**src/rtl/trigger_capture_pkg.sv**
```systemverilog
// Shared types for the trigger capture controller: FSM states, source selects
// and the default counter width.
package trigger_capture_pkg;

  localparam int DEF_CNT_WIDTH = 16;

  typedef enum logic [2:0] {
    ST_IDLE  = 3'd0,
    ST_PRE   = 3'd1,
    ST_ARMED = 3'd2,
    ST_POST  = 3'd3,
    ST_DONE  = 3'd4
  } state_t;

  typedef enum logic [1:0] {
    SEL_CH1_RISE = 2'd0,
    SEL_CH1_FALL = 2'd1,
    SEL_CH2_RISE = 2'd2,
    SEL_CH2_FALL = 2'd3
  } trig_sel_t;

endpackage

```
**src/rtl/trigger_capture_ctrl.sv**
```systemverilog
// Pre/post-trigger capture window on an AXI4-Stream sample path; beats inside
// the window pass straight through to the capture DMA, the rest are dropped.
//
// state  | meaning
// IDLE   | waiting for arm, input beats discarded
// PRE    | forwarding pre-trigger beats, triggers ignored
// ARMED  | forwarding, waiting for selected event or trig_force
// POST   | forwarding post-trigger beats until m_tlast
// DONE   | capture complete, beats discarded until next arm
module trigger_capture_ctrl
  import trigger_capture_pkg::*;
#(
  parameter int CNT_WIDTH = DEF_CNT_WIDTH
) (
  input  logic                 stream_clk,
  input  logic                 resetn,
  input  logic                 s_tvalid,
  output logic                 s_tready,
  input  logic [31:0]          s_tdata,
  output logic                 m_tvalid,
  input  logic                 m_tready,
  output logic [31:0]          m_tdata,
  output logic                 m_tlast,
  input  logic                 ch1_rising,
  input  logic                 ch1_falling,
  input  logic                 ch2_rising,
  input  logic                 ch2_falling,
  input  logic [1:0]           trig_sel,
  input  logic                 trig_force,
  input  logic                 arm,
  input  logic                 abort,
  input  logic [CNT_WIDTH-1:0] pre_count,
  input  logic [CNT_WIDTH-1:0] post_count,
  output logic                 busy,
  output logic                 done,
  output logic [CNT_WIDTH-1:0] trig_addr
);

  localparam logic [CNT_WIDTH-1:0] CNT_ONE = CNT_WIDTH'(1);

  logic [1:0]           rst_sync_q;
  logic                 rst_int_n;
  state_t               state_q, state_d;
  logic [CNT_WIDTH-1:0] beat_cnt_q, beat_cnt_d;
  logic [CNT_WIDTH-1:0] pre_left_q, pre_left_d;
  logic [CNT_WIDTH-1:0] post_left_q, post_left_d;
  logic [CNT_WIDTH-1:0] trig_addr_q, trig_addr_d;
  trig_sel_t            sel_q, sel_d;
  logic                 passthru;
  logic                 xfer;
  logic                 sel_evt;
  logic                 trig_hit;
  logic                 last_post;

  // Assertion is immediate through the async clear; release waits two edges.
  always_ff @(posedge stream_clk or negedge resetn) begin
    if (!resetn) rst_sync_q <= 2'b00;
    else         rst_sync_q <= {rst_sync_q[0], 1'b1};
  end

  assign rst_int_n = rst_sync_q[1];

  always_ff @(posedge stream_clk or negedge rst_int_n) begin
    if (!rst_int_n) begin
      state_q     <= ST_IDLE;
      beat_cnt_q  <= '0;
      pre_left_q  <= '0;
      post_left_q <= '0;
      trig_addr_q <= '0;
      sel_q       <= SEL_CH1_RISE;
    end else begin
      state_q     <= state_d;
      beat_cnt_q  <= beat_cnt_d;
      pre_left_q  <= pre_left_d;
      post_left_q <= post_left_d;
      trig_addr_q <= trig_addr_d;
      sel_q       <= sel_d;
    end
  end

  always_comb begin
    sel_evt = 1'b0;
    case (sel_q)
      SEL_CH1_RISE: sel_evt = ch1_rising;
      SEL_CH1_FALL: sel_evt = ch1_falling;
      SEL_CH2_RISE: sel_evt = ch2_rising;
      SEL_CH2_FALL: sel_evt = ch2_falling;
      default:      sel_evt = 1'b0;
    endcase
  end

  // m_tlast uses s_tvalid rather than the handshake so it stays stable under
  // an m_tready stall and never loops back from m_tready.
  always_comb begin
    passthru  = (state_q == ST_PRE) || (state_q == ST_ARMED) || (state_q == ST_POST);
    s_tready  = passthru ? m_tready : 1'b1;
    m_tvalid  = passthru && s_tvalid;
    m_tdata   = s_tdata;
    xfer      = s_tvalid && s_tready;
    trig_hit  = (state_q == ST_ARMED) && s_tvalid && (sel_evt || trig_force);
    last_post = (state_q == ST_POST) && s_tvalid;
    m_tlast   = !abort && (post_left_q == CNT_ONE) && (trig_hit || last_post);
    busy      = passthru;
    done      = (state_q == ST_DONE);
    trig_addr = trig_addr_q;
  end

  always_comb begin
    state_d     = state_q;
    beat_cnt_d  = beat_cnt_q;
    pre_left_d  = pre_left_q;
    post_left_d = post_left_q;
    trig_addr_d = trig_addr_q;
    sel_d       = sel_q;
    if (abort) begin
      state_d = ST_IDLE;
    end else begin
      case (state_q)
        ST_IDLE, ST_DONE: begin
          if (arm) begin
            sel_d       = trig_sel_t'(trig_sel);
            pre_left_d  = pre_count;
            // post_left counts remaining post beats including the trigger beat
            post_left_d = (post_count == '0) ? CNT_ONE : post_count;
            beat_cnt_d  = '0;
            state_d     = (pre_count == '0) ? ST_ARMED : ST_PRE;
          end
        end
        ST_PRE: begin
          if (xfer) begin
            beat_cnt_d = beat_cnt_q + CNT_ONE;
            if (pre_left_q == CNT_ONE) state_d = ST_ARMED;
            else                       pre_left_d = pre_left_q - CNT_ONE;
          end
        end
        ST_ARMED: begin
          if (xfer) begin
            beat_cnt_d = beat_cnt_q + CNT_ONE;
            if (trig_hit) begin
              trig_addr_d = beat_cnt_q;
              if (post_left_q == CNT_ONE) begin
                state_d = ST_DONE;
              end else begin
                post_left_d = post_left_q - CNT_ONE;
                state_d     = ST_POST;
              end
            end
          end
        end
        ST_POST: begin
          if (xfer) begin
            beat_cnt_d = beat_cnt_q + CNT_ONE;
            if (post_left_q == CNT_ONE) state_d = ST_DONE;
            else                        post_left_d = post_left_q - CNT_ONE;
          end
        end
        default: state_d = ST_IDLE;
      endcase
    end
  end

endmodule

```
**config.mk**
```make
export PLATFORM = sky130hd
export DESIGN_NAME = trigger_capture_ctrl
export DESIGN_NICKNAME = d
export VERILOG_FILES = /design/src/rtl/trigger_capture_pkg.sv /design/src/rtl/trigger_capture_ctrl.sv
export SDC_FILE = /design/constraint.sdc
export NUM_CORES = 1
export LEC_CHECK = 0
export CAP_MARGIN = 20
export CORE_MARGIN = 3
export CORE_UTILIZATION = 31
export DETAILED_ROUTE_END_ITERATION = 7
export GPL_ROUTABILITY_DRIVEN = 1
export MAX_ROUTING_LAYER = met4
export PLACE_DENSITY_LB_ADDON = 0.1
export SLEW_MARGIN = 0
export SYNTH_ARGS = -nofsm -noshare
export SYNTH_HDL_FRONTEND = slang
export SYNTH_SLANG_ARGS = --single-unit
export TNS_END_PERCENT = 1
```
**constraint.sdc**
```tcl
create_clock -name stream_clk -period 4 [get_ports stream_clk]
set_clock_uncertainty 0.05 [all_clocks]
set_input_delay 0.8 -clock stream_clk [delete_from_list [all_inputs] [get_ports stream_clk]]
set_output_delay 0.8 -clock stream_clk [all_outputs]
set_load 0.01 [all_outputs]
```
Word-level counts from Yosys, hierarchy flattened

Index checks and enable logic that the tools add are counted.

Bits in registers: 71
Bits of input ports: 77
Output and inout port bits: 53
Word-level logic and storage cells: 88

Add/subtract/negate cells: 3
Eq/ne operators: 23
Multiplexer cells: 27
Bitwise gates (word level): 1
Reduce and logical (&&, ||, !) cells: 27

Operator list:

| cell                                                  | count |
|---|---|
| 2-to-1 mux 16 bit                                     | 11 |
| case mux 16 bit (2 select lines)                      | 2 |
| case mux 16 bit (3 select lines)                      | 1 |
| == test 16 x 1 -> 1 bit, second input constant        | 2 |
| logical NOT 16 bit                                    | 2 |
| subtractor 16 x 1 -> 16 bit, second input constant    | 2 |
| 2-to-1 mux 3 bit                                      | 9 |
| adder 16 x 1 -> 16 bit, second input constant         | 1 |
| inequality test 3 bit, second input constant          | 5 |
| inequality test 2 bit, second input constant          | 6 |
| case mux 3 bit (4 select lines)                       | 1 |
| AND reduction 4 bit                                   | 2 |
| logical AND 1 bit                                     | 7 |
| AND reduction 7 bit                                   | 1 |
| == test 3 x 2 -> 1 bit, second input constant         | 2 |
| inequality test 3 x 2 -> 1 bit, second input constant | 2 |
| AND reduction 6 bit                                   | 1 |
| AND reduction 5 bit                                   | 1 |
| == test 2 bit, second input constant                  | 2 |
| logical OR 1 bit                                      | 4 |
| case mux 1 bit (4 select lines)                       | 1 |
| nonzero test 2 bit                                    | 2 |
| == test 3 x 1 -> 1 bit, second input constant         | 1 |
| == test 3 bit, second input constant                  | 1 |
| 12 further kinds                                      | 12 |

Longest topological paths before layout

Gate-level depths: netlist (run 1).

Word-level depth: 8
Gate-level depth with buffers: 8
Depth with buffers taken out: 7

Least setup slack after synthesis (run 1)

No wires, ideal clock.

Path type: input port to flip-flop
From: input abort
To: register trig_addr_q[10] (netlist: trig_addr[10])
Library setup time: 128 ps
Data arrival time: 2305 ps
Required time: 3822 ps
Setup slack: 1518 ps
Cell stages on the path: 6
Buffers on the path: 2
Path through: clkbuf_1 nor2_1 nand2_1 nor4_4 buf_2 mux2_1

Cells in the longest elaborated chain, start to end: 2

RTL lines:

| item                                 | RTL line                   | RTL |
|---|---|---|
| from (decl)                          | trigger_capture_ctrl.sv:31 | `input logic abort,` |
| inverter 1 bit (no source line)      | n/a                        |  |
| AND reduction 4 bit (no source line) | n/a                        |  |
| to (signal assigned)                 | trigger_capture_ctrl.sv:76 | `trig_addr_q <= trig_addr_d;` |
| to (decl)                            | trigger_capture_ctrl.sv:47 | `logic [CNT_WIDTH-1:0] trig_addr_q, trig_addr_d;` |

No other way between the ends.
A chain may end at the register's enable or synchronous reset.

Worst setup path in the final report (run 1)

From: input trig_force
To: output m_tlast

Cells in the longest elaborated chain, start to end: 4

RTL lines:

| item              | RTL line                    | RTL |
|---|---|---|
| from (decl)       | trigger_capture_ctrl.sv:29  | `input logic trig_force,` |
| logical OR 1 bit  | trigger_capture_ctrl.sv:100 | `trig_hit = (state_q == ST_ARMED) && s_tvalid && (sel_evt \|\| trig_force);` |
| logical AND 1 bit | trigger_capture_ctrl.sv:100 |  |
| logical OR 1 bit  | trigger_capture_ctrl.sv:102 | `m_tlast = !abort && (post_left_q == CNT_ONE) && (trig_hit \|\| last_post);` |
| logical AND 1 bit | trigger_capture_ctrl.sv:102 |  |
| to (decl)         | trigger_capture_ctrl.sv:23  | `output logic m_tlast,` |

No other way between the ends.

==> results of run 1 <==
==> worst min path at each step <==
stage                              from         endpoint  slack [ns]  depth (start not counted)
after floorplan           rst_sync_q[0]    rst_sync_q[1]        0.28                          0
after global placement    rst_sync_q[0]    rst_sync_q[1]        0.29                          0
after detailed placement  rst_sync_q[1]   pre_left_q[12]        0.15                          0
after CTS                 rst_sync_q[1]   pre_left_q[15]        0.15                          0
after global routing      rst_sync_q[1]  post_left_q[14]        0.17                          0
final                     rst_sync_q[1]   pre_left_q[15]        0.13                          0
==> flip-flops by register name, indices dropped and copies added (netlist names) <==
name	count
trig_addr	16
state_q	3
post_left_q	16
beat_cnt_q	16
rst_sync_q	2
sel_q	2
pre_left_q	16
==> per-stage QoR <==
step	setup slack (ns)	total power [mW]
after floorplan	1.52	1.85
after global placement	0.610	2.13
after detailed placement	0.566	2.15
after CTS	0.562	3.11
after global routing	0.405	3.29
final	0.569	3.08
==> per-layer routing <==
metal	GRT usage	part of all wire	vias to the layer above
met5	-	0	-
met3	0.0301	0.037	22
met4	0.0593	0.017	0
met1	0.211	0.46	1864
met2	0.254	0.49	68
li1	-	-	1857
==> Yosys cell counts (all sizes together), types with 6 or more instances <==
| cell | n |
|---|---|
| dfrtp | 71 |
| buf | 40 |
| nor2 | 35 |
| nand2 | 34 |
| o21ai | 30 |
| a21oi | 28 |
| nand3 | 22 |
| nor3 | 22 |
| mux2 | 17 |
| clkbuf | 15 |
| nor4 | 15 |
| nand4 | 12 |
| inv | 11 |
| o31ai | 9 |
| and3 | 8 |
| xnor2 | 8 |
| a31oi | 7 |
| a221o | 6 |
| mux2i | 6 |
==> power groups by stage <==
stage | Sequential (mW) | Combinational [mW] | Clock, mW
4_1_cts | 1.15 | 0.989 | 0.967
3_5_place_dp | 1.16 | 0.982 | 0
2_1_floorplan | 1.10 | 0.746 | 0
6_report | 1.15 | 0.984 | 0.940
5_1_grt | 1.19 | 1.11 | 0.997
3_3_place_gp | 1.17 | 0.963 | 0
==> layout make-up <==
type / count / area, um2
tap: 180 / 225
fill: 1414 / 8530
sequential: 71 / 1780
inverter: 11 / 41.3
clock inverter: 6 / 108
clock buffer: 10 / 239
timing repair buffer: 77 / 753
multi-input combinational: 348 / 2310
==> placed cells by master, fill, tap and decap left out, drive strengths merged, types with 10 or more instances in the layout <==
cell	Yosys	routed
dfrtp	71	71
clkdlybuf4s50	0	65
nor2	35	35
nand2	34	34
o21ai	30	30
a21oi	28	28
nand3	22	22
nor3	22	22
mux2	17	17
nor4	15	15
nand4	12	12
buf	40	12
inv	11	11
clkbuf	15	10
==> cells by family after synthesis <==
group	Yosys count	synth area share
AO/OA/AOI/OAI	127	0.199
XOR/XNOR	8	0.0157
adder cells (fa/ha/maj)	5	0.0140
buffers and inverters	66	0.0883
flip-flops	71	0.397
multiplexers	23	0.0562
other	1	0.000838
AND/OR/NAND/NOR	184	0.229
==> run summary, run 1 <==
synthesis-to-layout area growth -> 21.8%
endpoints failing hold -> 0
sequential share of the synthesized area -> 0.397
Setup crit end -> m_tlast
Post-DP HPWL -> 8960 um
total CTS buffers -> 9
final net count -> 600
Tightest Hold Check Type -> register to asynchronous set/reset pin
post-cts gate resize count -> 0
fin. max-slew vios -> 0
vias in the first global route -> 3799
fraction of layout cells with a size suffix above 1 -> 0.117
status -> completed
IO Port Bufs -> 65
R2R setup slack -> 1.39 ns
final core utilization -> 0.390
delay-heaviest family, CP -> buffers and inverters
Post-synth EDFFs -> 0
Starting Density -> 0.320
Ports -> 130
Worst EP arrival -> 2.58 ns
dpl cells -> 687
Buf+Inv Stages, Crit Path -> 2
Critical Path End Type -> output pin
Clock Latency Late Sink -> 0.34 ns
Worst path max stage delay -> 0.50 ns
# DRC -> 0
Critical Path Start -> trig_force
Max Fclk -> 291 MHz
dominant cell type by count on the critical path -> clkdlybuf4s50_1
CTS tree -> built
synthesis warning total -> 0
drt wl/cell -> 17.5 um
largest net degree at the start of global routing -> 34
overall die width -> 126 um
Yosys reg bits -> 71
Antenna Cells -> 0
Slew headroom -> 0.316
Max clock buf depth -> 2
Worst-Margin Slew -> 1.03 ns
reg2reg end -> pre_left_q[12]
first-pass GRT wire length -> 20200 um
drt first pass iters -> 4
Layout Cells excl Fill -> 703
Logic pwr share -> 0.320
final period utilization -> 0.858
initial antenna violation count -> 0
post-route cell area -> 5450 um2
Synth Flop Type -> dfrtp_1
Setup TNS -> 0 ns
reg2reg start -> pre_left_q[0]
sw frac -> 0.365
slowest CP cell -> clkdlybuf4s50_1
gr ovfl total -> 0
height of the chip -> 126 um
average size of a mapped cell -> 9.23 um2
RSZ-0062 raised after global routing -> false
Worst EP required -> 3.15 ns
initial DRC count -> 272
CTS clock-pin slew for the worst setup and hold paths -> 0.06 ns
row cnt -> 43
Startpoint Class -> primary input
setup bufs post-CTS -> 0
vias per cell -> 5.42
final WL -> 12300 um
syn nets -> 567
Levels on crit path -> 5
R2R depth -> 7
total core area -> 14000 um2
H-tree levels -> 3
Synth area leaders -> dfrtp_1 40%, buf_4 5.7%, a21oi_1 3.1%, nor2_1 2.9%, nand2_1 2.8%
Post-DRT Antenna Nets -> 0
Setup-failing EPs final -> 0
Global Route Usage Sum -> 0.162
Internal -> 1.96 mW
area leader, netlist -> dfrtp_1
Max Cap Viol -> 0
hold_buf cts -> 0
Post-Syn Instances -> 485
vias -> 3811
Critical Path Fanout Max -> 5
post-synth top area share -> 0.397
root buf cell -> clkbuf_16
Synth async-reset ratio -> 1.00
die footprint -> 15900 um2
Crit Path Category -> primary input to output pin
Flop pwr share -> 0.375
Max VDD drop -> 0.000220 V
Netlist cell types -> 76
crit-path cells -> clkdlybuf4s50_1, or3_1, o2bb2ai_1, nor3_1, clkdlybuf4s50_1
power share of the clock group -> 0.305
Post-DP Area -> 5110 um2
Cell Area, Synth -> 4480 um2
switching power -> 1.12 mW
CTS Sinks -> 71
GP Congestion -> 0.775
Leak -> 2.25 nW
Hold WS -> 0.133 ns
minimum clock period -> 3.43 ns
Pwr Density -> 565 nW/um2
No activity file was read; power rests on OpenSTA's default activity.
==> run 2, diff against run 1 <==
- REMOVE_ABC_BUFFERS: unset -> 1
==> run summary, run 2 (synthesis results as in run 1) <==
Post-DRT Antenna Nets -> 0 (unchanged)
Max Fclk -> 279 MHz (was 291 MHz)
total core area -> 14000 um2 (unchanged)
Post-DP HPWL -> 9830 um (was 8960 um)
status -> completed (unchanged)
initial antenna violation count -> 0 (unchanged)
setup bufs post-CTS -> 0 (unchanged)
CTS clock-pin slew for the worst setup and hold paths -> 0.06 ns (about the same)
commonest non-fill, non-tap cell in the layout -> dfrtp_1 (unchanged)
total CTS buffers -> 9 (unchanged)
Tightest Hold Check Type -> register to register (was register to asynchronous set/reset pin)
vias in the first global route -> 3967 (was 3799)
Global Route Usage Sum -> 0.178 (was 0.162)
largest net degree at the start of global routing -> 34 (unchanged)
Pwr Total -> 2.95 mW (was 3.08 mW)
Pwr Density -> 547 nW/um2 (was 565 nW/um2)
Clock Latency Late Sink -> 0.33 ns (was 0.34 ns)
Setup-failing EPs final -> 0 (unchanged)
Critical Path Fanout Max -> 5 (unchanged)
Worst EP required -> 3.15 ns (about the same)
most frequent cells in the layout -> 70 x dfrtp_1, 65 x clkdlybuf4s50_1, 35 x nor2_1 (unchanged)
root buf cell -> clkbuf_16 (unchanged)
Worst-Margin Slew -> 1.06 ns (was 1.03 ns)
die footprint -> 15900 um2 (unchanged)
final WL -> 13700 um (was 12300 um)
# DRC -> 0 (unchanged)
Ports -> 130 (unchanged)
Worst EP arrival -> 2.74 ns (was 2.58 ns)
hold_buf cts -> 0 (unchanged)
H-tree levels -> 3 (unchanged)
gr ovfl total -> 0 (unchanged)
fin. max-slew vios -> 0 (unchanged)
drt first pass iters -> 5 (was 4)
vias -> 3954 (was 3811)
first-pass GRT wire length -> 22000 um (was 20200 um)
synthesis-to-layout area growth -> 20.4% (was 21.8%)
drt wl/cell -> 19.4 um (was 17.5 um)
height of the chip -> 126 um (unchanged)
GP Congestion -> 0.822 (was 0.775)
overall die width -> 126 um (unchanged)
RSZ-0062 raised after global routing -> false (unchanged)
Max Cap Viol -> 0 (unchanged)
Slew headroom -> 0.294 (was 0.316)
Setup TNS -> 0 ns (unchanged)
Max VDD drop -> 0.000182 V (was 0.000220 V)
endpoints failing hold -> 0 (unchanged)
Crit Path Category -> primary input to output pin (unchanged)
vias per cell -> 5.62 (was 5.42)
minimum clock period -> 3.59 ns (was 3.43 ns)
post-cts gate resize count -> 0 (unchanged)
Leak -> 2.22 nW (was 2.25 nW)
fraction of layout cells with a size suffix above 1 -> 0.117 (unchanged)
Critical Path End Type -> output pin (unchanged)
CTS tree -> built (unchanged)
Max clock buf depth -> 2 (unchanged)
row cnt -> 43 (unchanged)
Startpoint Class -> primary input (unchanged)
initial DRC count -> 283 (was 272)
Starting Density -> 0.320 (unchanged)
final net count -> 600 (unchanged)
CTS Sinks -> 71 (unchanged)
final period utilization -> 0.897 (was 0.858)
IO Port Bufs -> 65 (unchanged)
Antenna Cells -> 0 (unchanged)
Fillers -> 1433 (was 1414)
run 2: cell types whose count changed in the layout (fill, tap and decap cells not counted), sizes merged:
cell / change
clkinv: +2
bufinv: -2
run 2: final cells by class:
type / count / area, um2 / area share
clock buffer: 10 / 229 / 0.0425
clock inverter: 6 / 61.3 / 0.0114
tap: 180 / 225 / 0.0418
inverter: 11 / 41.3 / 0.00766
multi-input combinational: 348 / 2310 / 0.429
sequential: 71 / 1780 / 0.330
timing repair buffer: 77 / 741 / 0.137
run 2: path summary, 6_finish.rpt:
kind	cells past startpoint	to	startpoint	slack [ns]
setup / recovery	5	m_tlast	trig_force	0.41
hold / removal	0	rst_sync_q[1]	rst_sync_q[0]	0.30
setup reg to reg	6	pre_left_q[3]	pre_left_q[6]	1.14
hold reg to reg	0	rst_sync_q[1]	rst_sync_q[0]	0.30
max in group asynchronous	1	beat_cnt_q[14]	rst_sync_q[1]	2.77
min in group asynchronous	0	pre_left_q[3]	rst_sync_q[1]	0.31
run 2: critical path: stages:
cell and delay, ns:
clkdlybuf4s50_1 0.45, or3_1 0.36, o2bb2ai_1 0.44, nor3_1 0.16
clkdlybuf4s50_1 0.52
run 2: where the power goes:
part           switching, mW  internal, mW
clock                  0.319         0.481
sequential             0.262         0.903
combinational          0.551         0.430
total                   1.13          1.81
run 2: metal layers:
layer  GRT usage  vias to the layer above  wire (um)
li1            -                     1853          -
met1       0.239                     1926       6340
met2       0.247                      166       5990
met3      0.0785                        9       1200
met4      0.0448                        0        127
met5           -                        -          0
run 2: per-stage QoR:
stage	setup WS [ns]	utilization	instances	hold WS, ns	cell area [um2]
CTS	0.422	0.385	703	0.306	5390
floorplan	1.38	-	430	0.281	4120
detailed placement	0.429	0.365	687	0.290	5100
global placement	0.497	0.365	687	0.287	5100
global route	0.344	0.385	703	0.327	5390
finish	0.411	0.385	703	0.301	5390
